File: src/rtl/mor1kx_rf_wb_sequencer_cappuccino.sv
// Writeback sequencer: merges ALU results and load returns onto the single GPR write port.
// Latency: a source selected in cycle N drives rf_we_o/rf_wad_o/rf_wdat_o in cycle N+1.
// Backpressure: exec_ready_o drops while the skid holds a displaced ALU result or on a WAW hit
// against the outstanding load destination.
//
// Ports:
//   clk, rst                        clock, synchronous active-high reset
//   exec_valid_i/rfd/result, ready  ALU result handshake
//   lsu_issue_i/rfd, lsu_valid_i/data, lsu_busy_o   single outstanding load tracking
//   dec_rf{a,b}_adr_i/used_i, stall_o              decode hazard check (combinational)
//   rf_we_o/rf_wad_o/rf_wdat_o      registered GPR write port
module mor1kx_rf_wb_sequencer_cappuccino #(
    parameter int OPTION_OPERAND_WIDTH = 32,
    parameter int OPTION_RF_ADDR_WIDTH = 5
) (
    input  logic                            clk,
    input  logic                            rst,

    input  logic                            exec_valid_i,
    input  logic [OPTION_RF_ADDR_WIDTH-1:0] exec_rfd_i,
    input  logic [OPTION_OPERAND_WIDTH-1:0] exec_result_i,
    output logic                            exec_ready_o,

    input  logic                            lsu_issue_i,
    input  logic [OPTION_RF_ADDR_WIDTH-1:0] lsu_rfd_i,
    input  logic                            lsu_valid_i,
    input  logic [OPTION_OPERAND_WIDTH-1:0] lsu_data_i,
    output logic                            lsu_busy_o,

    input  logic [OPTION_RF_ADDR_WIDTH-1:0] dec_rfa_adr_i,
    input  logic [OPTION_RF_ADDR_WIDTH-1:0] dec_rfb_adr_i,
    input  logic                            dec_rfa_used_i,
    input  logic                            dec_rfb_used_i,
    output logic                            stall_o,

    output logic                            rf_we_o,
    output logic [OPTION_RF_ADDR_WIDTH-1:0] rf_wad_o,
    output logic [OPTION_OPERAND_WIDTH-1:0] rf_wdat_o
);

    localparam int AW = OPTION_RF_ADDR_WIDTH;
    localparam int W  = OPTION_OPERAND_WIDTH;
    localparam logic [AW-1:0] R0 = '0;

    typedef enum logic [0:0] {
        IDLE = 1'b0,
        PEND = 1'b1
    } load_state_t;

    load_state_t   state, state_nxt;
    logic [AW-1:0] pend_rfd, pend_rfd_nxt;
    logic          pending;

    logic          skid_full, skid_full_nxt;
    logic [AW-1:0] skid_rfd, skid_rfd_nxt;
    logic [W-1:0]  skid_dat, skid_dat_nxt;

    logic          load_sel;
    logic          exec_acc;
    logic          sel;
    logic [AW-1:0] sel_wad;
    logic [W-1:0]  sel_wdat;

    assign pending    = (state == PEND);
    assign lsu_busy_o = pending;

    // An ALU result to the register the outstanding load will write must wait, otherwise
    // the late load data would overwrite the younger ALU result.
    assign exec_ready_o = !skid_full &&
                          !(pending && (exec_rfd_i == pend_rfd) && (exec_rfd_i != R0));
    assign exec_acc     = exec_valid_i && exec_ready_o;
    assign load_sel     = lsu_valid_i && pending;

    function automatic logic hazard(input logic used, input logic [AW-1:0] adr,
                                    input logic pend, input logic [AW-1:0] prfd,
                                    input logic sfull, input logic [AW-1:0] srfd);
        return used && (adr != R0) &&
               ((pend && (adr == prfd)) || (sfull && (adr == srfd)));
    endfunction

    assign stall_o = hazard(dec_rfa_used_i, dec_rfa_adr_i, pending, pend_rfd, skid_full, skid_rfd) ||
                     hazard(dec_rfb_used_i, dec_rfb_adr_i, pending, pend_rfd, skid_full, skid_rfd);

    // Write-port selection and skid management. The skid only fills when an accepted ALU
    // result collides with a load return; since exec_ready_o is low while it is full, it
    // always drains before any younger ALU result is accepted.
    always_comb begin
        sel           = 1'b0;
        sel_wad       = R0;
        sel_wdat      = '0;
        skid_full_nxt = skid_full;
        skid_rfd_nxt  = skid_rfd;
        skid_dat_nxt  = skid_dat;

        if (load_sel) begin
            sel      = 1'b1;
            sel_wad  = pend_rfd;
            sel_wdat = lsu_data_i;
            if (exec_acc) begin
                skid_full_nxt = 1'b1;
                skid_rfd_nxt  = exec_rfd_i;
                skid_dat_nxt  = exec_result_i;
            end
        end else if (skid_full) begin
            sel           = 1'b1;
            sel_wad       = skid_rfd;
            sel_wdat      = skid_dat;
            skid_full_nxt = 1'b0;
        end else if (exec_acc) begin
            sel      = 1'b1;
            sel_wad  = exec_rfd_i;
            sel_wdat = exec_result_i;
        end
    end

    // Load tracking FSM. An issue while already pending is only honoured together with the
    // return of the previous load; a lone issue in PEND is a protocol violation and ignored.
    always_comb begin
        state_nxt    = state;
        pend_rfd_nxt = pend_rfd;
        case (state)
            IDLE: begin
                if (lsu_issue_i && (lsu_rfd_i != R0)) begin
                    state_nxt    = PEND;
                    pend_rfd_nxt = lsu_rfd_i;
                end
            end
            PEND: begin
                if (lsu_valid_i) begin
                    if (lsu_issue_i && (lsu_rfd_i != R0)) begin
                        pend_rfd_nxt = lsu_rfd_i;
                    end else begin
                        state_nxt = IDLE;
                    end
                end
            end
            default: state_nxt = IDLE;
        endcase
    end

    always_ff @(posedge clk) begin
        if (rst) begin
            state     <= IDLE;
            pend_rfd  <= R0;
            skid_full <= 1'b0;
            skid_rfd  <= R0;
            skid_dat  <= '0;
            rf_we_o   <= 1'b0;
            rf_wad_o  <= R0;
            rf_wdat_o <= '0;
        end else begin
            state     <= state_nxt;
            pend_rfd  <= pend_rfd_nxt;
            skid_full <= skid_full_nxt;
            skid_rfd  <= skid_rfd_nxt;
            skid_dat  <= skid_dat_nxt;
            // r0 writes complete their handshake but never assert the enable.
            rf_we_o   <= sel && (sel_wad != R0);
            if (sel) begin
                rf_wad_o  <= sel_wad;
                rf_wdat_o <= sel_wdat;
            end
        end
    end

endmodule

File: config.mk
export PLATFORM = sky130hd
export DESIGN_NAME = mor1kx_rf_wb_sequencer_cappuccino
export DESIGN_NICKNAME = d
export VERILOG_FILES = /design/src/rtl/mor1kx_rf_wb_sequencer_cappuccino.sv
export SDC_FILE = /design/constraint.sdc
export NUM_CORES = 1
export LEC_CHECK = 0
export CAP_MARGIN = 10
export CORE_ASPECT_RATIO = 1.25
export CORE_MARGIN = 2
export CORE_UTILIZATION = 45
export CTS_CLUSTER_DIAMETER = 80
export CTS_CLUSTER_SIZE = 40
export DETAILED_ROUTE_END_ITERATION = 12
export GPL_ROUTABILITY_DRIVEN = 0
export GPL_TIMING_DRIVEN = 0
export PLACE_DENSITY_LB_ADDON = 0.25
export REMOVE_ABC_BUFFERS = 1
export SLEW_MARGIN = 25
export SYNTH_ARGS = -nofsm -noshare
export SYNTH_HDL_FRONTEND = slang
export SYNTH_SLANG_ARGS = --single-unit
File: constraint.sdc
create_clock -name clk -period 2.75 [get_ports clk]
set_clock_uncertainty 0.1 [all_clocks]
set_input_delay 0.4125 -clock clk [delete_from_list [all_inputs] [get_ports clk]]
set_output_delay 0.4125 -clock clk [all_outputs]
set_load 0.01 [all_outputs]
# After elaboration in Yosys (flattened, before gate mapping)

Index checks and enable logic that the tools add are counted.

Register bits: 82
Bits of input ports: 91
Output and inout port bits: 41

Equality and inequality tests: 6
Reductions and logical operators: 27
Muxes and demuxes: 15
Bitwise gates (word level): 2

Operators with widths:

| cell                                         | count |
|---|---|
| two-way mux 32 bit                           | 3 |
| == test 5 bit                                | 5 |
| two-way mux 5 bit                            | 5 |
| nonzero test 5 bit                           | 5 |
| logical AND 1 bit                            | 15 |
| case mux 5 bit (2 select lines)              | 1 |
| two-way mux 1 bit                            | 5 |
| logical OR 1 bit                             | 3 |
| logical NOT 1 bit                            | 2 |
| inequality test 2 bit, second input constant | 1 |
| inverter 1 bit                               | 2 |
| case mux 1 bit (2 select lines)              | 1 |
| AND reduction 2 bit                          | 1 |
| OR reduction 2 bit                           | 1 |

# Longest topological paths before layout

Gate-level depths: netlist of the first run.

Depth after elaboration: 11
Depth in mapped cells: 8

# Worst setup path after synthesis of the first run

Ideal clock, no wire load.

Path type: in2reg
Start: in exec_rfd_i[1]
End: reg rf_wad_o[3]
Setup time: 122 ps
Buffers on the path: 1
Data required time: 2528 ps
Arrival time: 1886 ps
Path slack: 642 ps
Stages: 6
Cell sequence: or4_1 > o211ai_2 > o21ai_2 > and3b_1 > buf_6 > a221o_1

Word-level cells in the longest chain between the ends: 9

Ends and longest elaborated chain:

| item                                                          | RTL line | text |
|---|---|---|
| from (decl)                                                   | 20       | `input logic [OPTION_RF_ADDR_WIDTH-1:0] exec_rfd_i,` |
| == test 5 bit                                                 | 70       | `!(pending && (exec_rfd_i == pend_rfd) && (exec_rfd_i != R0));` |
| logical AND 1 bit                                             | 70       |  |
| logical AND 1 bit *                                           | 70       |  |
| logical NOT 1 bit *                                           | 70       |  |
| logical AND 1 bit *                                           | 69       | `assign exec_ready_o = !skid_full &&` |
| logical AND 1 bit *                                           | 71       | `assign exec_acc = exec_valid_i && exec_ready_o;` |
| two-way mux 5 bit / two-way mux 1 bit (equally long branches) | 109      | `end else if (exec_acc) begin` |
| two-way mux 5 bit / two-way mux 1 bit (equally long branches) | 104      | `end else if (skid_full) begin` |
| two-way mux 5 bit / two-way mux 1 bit (equally long branches) | 95       | `if (load_sel) begin` |
| to (signal assigned)                                          | 160      | `rf_wad_o <= sel_wad;` |
| to (decl)                                                     | 37       | `output logic [OPTION_RF_ADDR_WIDTH-1:0] rf_wad_o,` |

Mark *: on every way between the ends. The rest lies on a longest branch, timed or not.
A chain may end at the register's enable or synchronous reset.

# Final worst setup path of the first run

Start: in exec_rfd_i[4]
End: reg rf_wdat_o[18]

Word-level cells in the longest chain between the ends: 9

Ends and longest elaborated chain:

| item                                                           | RTL line | text |
|---|---|---|
| == test 5 bit                                                  | 70       |  |
| logical AND 1 bit                                              | 70       |  |
| logical AND 1 bit *                                            | 70       |  |
| logical NOT 1 bit *                                            | 70       |  |
| logical AND 1 bit *                                            | 69       |  |
| logical AND 1 bit *                                            | 71       |  |
| two-way mux 32 bit / two-way mux 1 bit (equally long branches) | 109      |  |
| two-way mux 32 bit / two-way mux 1 bit (equally long branches) | 104      |  |
| two-way mux 32 bit / two-way mux 1 bit (equally long branches) | 95       |  |
| to (signal assigned)                                           | 161      | `rf_wdat_o <= sel_wdat;` |
| to (decl)                                                      | 38       | `output logic [OPTION_OPERAND_WIDTH-1:0] rf_wdat_o` |

Marked as above.

==> impl_metrics.csv, run 1 <==
group,metric,value,unit
placed_design,place_inst,614,
timing,finalMaxSlewViolations,0,
timing,finalCritPeriodShare,0.9657,
global_route,grt_pass1_wl,16750,um
route,dr.pass1.iters,5,
synth,ys_types,39,
worst_hold_path,hp-class,"in -> reg",
setup_path,arrival,2.80,ns
pwr,powerDensity,494.7,nW/um^2
cts,hold_buffers,0,
timing,max_slew_margin,0.5319,
global_route,antenna_found_initial,0,
placed_design,portBuffers,131,
setup_path,start_kind,"primary input",
global_route,grtUsageTotal,0.2291,
run,max_cap_violations,0,
synth,ys_warn_count,0,
timing,worstMarginPinSlew,0.7005,ns
layout,multi_input_area,2031,sq um
global_route,first_global_vias,3616,
synth,synth.most_common_cell,"dfxtp_1",
pwr,switching_share,0.2471,
synth,async_flop_share,0,
timing,timing.fmax,376.6,MHz
synth,yosysSeqAreaShare,0.4343,
setup_path,crit_type,"in -> reg",
synth,ys_ff_latch,82,
setup_path,crit_fanout,12,
timing,finalSetupViolations,0,
floorplan,dieArea,9154,sq um
timing,period_needed,2.656,ns
setup_path,crit_path_top_delay_cell,"clkdlybuf4s50_1",
synth,synthTopCellsByCount,"dfxtp_1, mux2i_1, nor2_1",
timing,finalHoldViolCount,0,
route,drc,0,
setup_path,slowest_delay,0.49,ns
synth,syn-instance-count,406,
layout,fillers,689,
placed_design,dp_hpwl,7126,um
pwr,power.share.clock,0.332,
cts,cts_buffers,9,
cts,cts_tree,"yes",
layout,utilization,0.6683,
route,drtIter0Drc,157,
route,detail-route-antenna-nets,0,
floorplan,die-width,85.98,um
synth,synth_area,3780,sq um
layout,ff_latch_area,1643,sq um
floorplan,initial_core_util,0.4613,
floorplan,core-area,8194,sq um
synth,ys.flop_type,"dfxtp_1",
layout,finalNonFillerCells,634,
synth,synth_top_cell_by_area,"dfxtp_1",
global_route,grt_max_degree,62,
cts,cts_sinks,82,
global_route,overflow,0,
pwr,ir_worst_vdd,381.0,uV
pwr,p_switching,669.5,uW
layout,nNetsFinal,624,
layout,drive_above_1_share,0.07821,
floorplan,std_cell_rows,37,
setup_path,cp.required,2.89,ns
cts,clk_path_buf_depth,2,
cts,clk_pin_slew_worst_paths,0.08,ns
cts,htree_num_levels,3,
layout,diodes,0,
route,wl,10290,um
pwr,internal_power,2.040,mW
route,avgRoutedWirePerCell,16.24,um
setup_path,cp-end-kind,"register",
route,viasPerCell,5.543,
run_status,status,"finished clean",
synth,syn_area_per_cell,9.310,sq um
route,vias,3514,
cts,clk_latency,0.35,ns
pwr,seqPwrFrac,0.479,
synth,synth_top_area_frac,0.4343,
synth,synth.top_cells.by_area,"dfxtp_1, mux2i_1, nor2_1",
floorplan,pin_count,132,
floorplan,dieHeight,106.5,um
synth,synth_edf_count,0,
cts,cts_root_buf,"clkbuf_8",
pwr,combPwrFrac,0.189,
setup_path,cp_cell_sequence,"clkdlybuf4s50_1 > or4_4 > o211ai_4 > buf_4 > o21ai_4 > buf_16 > and3b_1 > a221o_1",
layout,syn2layout_area_growth,44.89,%
pwr,leakage,2.358,nW
worst max-delay path: cells and delay by family:
family                 cells  cell delay (ns)
buffers and inverters      3             0.87
AND/OR/NAND/NOR            2             0.75
AO/OA/AOI/OAI              3             0.76
timing repair:
action	in CTS	in global routing
endpoints found under the setup margin	15	20
pin swaps	2	2
buffers inserted	2	3
gates resized for setup	6	5
worst paths after layout:
kind / slack, ns / cells past startpoint / from / endpoint
setup / recovery: 0.09 / 8 / exec_rfd_i[4] / rf_wdat_o[18]$_SDFFE_PP0P_
setup reg to reg: 0.30 / 9 / pend_rfd[1]$_SDFFE_PP0P_ / skid_dat[4]$_SDFFE_PP0P_
hold / removal: 0.35 / 3 / exec_rfd_i[3] / skid_rfd[3]$_SDFFE_PP0P_
hold reg to reg: 0.38 / 2 / rf_wad_o[1]$_SDFFE_PP0P_ / rf_wad_o[1]$_SDFFE_PP0P_
through the flow:
step	hold slack, ns	total power [mW]	cell area [sq um]	setup slack, ns	setup TNS [ns]
after CTS	0.3730	2.725	5440	0.003476	0
after global placement	0.3675	1.811	5069	-3.091	-208.65
after floorplan	0.3593	1.515	3636	-1.203	-44.49
final	0.3480	2.709	5477	0.09432	0
after global routing	0.3408	2.824	5477	-0.006704	-0.007020
after detailed placement	0.3625	1.828	5211	-0.4299	-12.81
placed cells by master (no fill, tap or decap), types with 3 or more instances in the layout:
cell,instances
a21oi_1,18
a221o_1,8
a22oi_1,25
buf_2,3
buf_4,12
clkbuf_8,12
clkdlybuf4s50_1,125
dfxtp_1,81
dlygate4sd2_1,3
mux2i_1,65
nand2_1,10
nand3_1,7
nor2_1,52
nor2b_1,9
nor3_1,8
nor4_1,3
o21ai_0,16
o21ai_1,14
o22ai_1,3
or4_1,3
xnor2_1,7
xor2_1,18
sequential cells by signal, summed over array words and instances (netlist names):
| signal | flops |
|---|---|
| rf_we_o | 1 |
| skid_dat | 32 |
| rf_wad_o | 5 |
| lsu_busy_o | 1 |
| pend_rfd | 5 |
| skid_full | 1 |
| rf_wdat_o | 32 |
| skid_rfd | 5 |
cell type report:
class                   count  area share
clock inverters             2    0.006397
clock buffers              13     0.03084
well taps                  97     0.02216
inverters                   1   0.0006854
repair buffers            148      0.2691
flip-flops and latches     82      0.3000
multi-input cells         291      0.3708
power by group through the flow:
| stage | logic (mW) | registers (mW) | clock network (mW) |
|---|---|---|---|
| 6_report | 0.512 | 1.30 | 0.899 |
| 5_1_grt | 0.555 | 1.31 | 0.963 |
| 4_1_cts | 0.510 | 1.30 | 0.918 |
| 3_5_place_dp | 0.504 | 1.32 | 0 |
| 3_3_place_gp | 0.488 | 1.32 | 0 |
| 2_1_floorplan | 0.177 | 1.34 | 0 |
cell families (layout without fill, tap and decap cells):
logic type | count (synthesis) | in the layout | share of synthesized area
multiplexers | 65 | 65 | 0.1721
AO/OA/AOI/OAI | 95 | 95 | 0.1645
flip-flops | 82 | 82 | 0.4343
AND/OR/NAND/NOR | 106 | 106 | 0.1321
XOR/XNOR | 25 | 25 | 0.05793
buffers and inverters | 33 | 164 | 0.03906
routing by layer:
metal  vias to the layer above  GRT usage  wire length (um)
met3                        13    0.06444               786
met4                         0    0.09637               158
met5                         -          0                 0
met1                      1656     0.2645              4370
met2                       121     0.3920              4977
li1                       1724          -                 -
Power figures use the tool's default switching activity.
==> inputs of run 2 (changes only) <==
- CTS_CLUSTER_SIZE: 40 -> not set
==> results of run 2 <==
Same layout as run 1: the final DEF is identical, and so are final timing and power.
==> inputs of run 3 (changes only) <==
- CTS_CLUSTER_SIZE: not set -> 24
==> results of run 3 <==
Same layout as run 1: the final DEF is identical, and so are final timing and power.
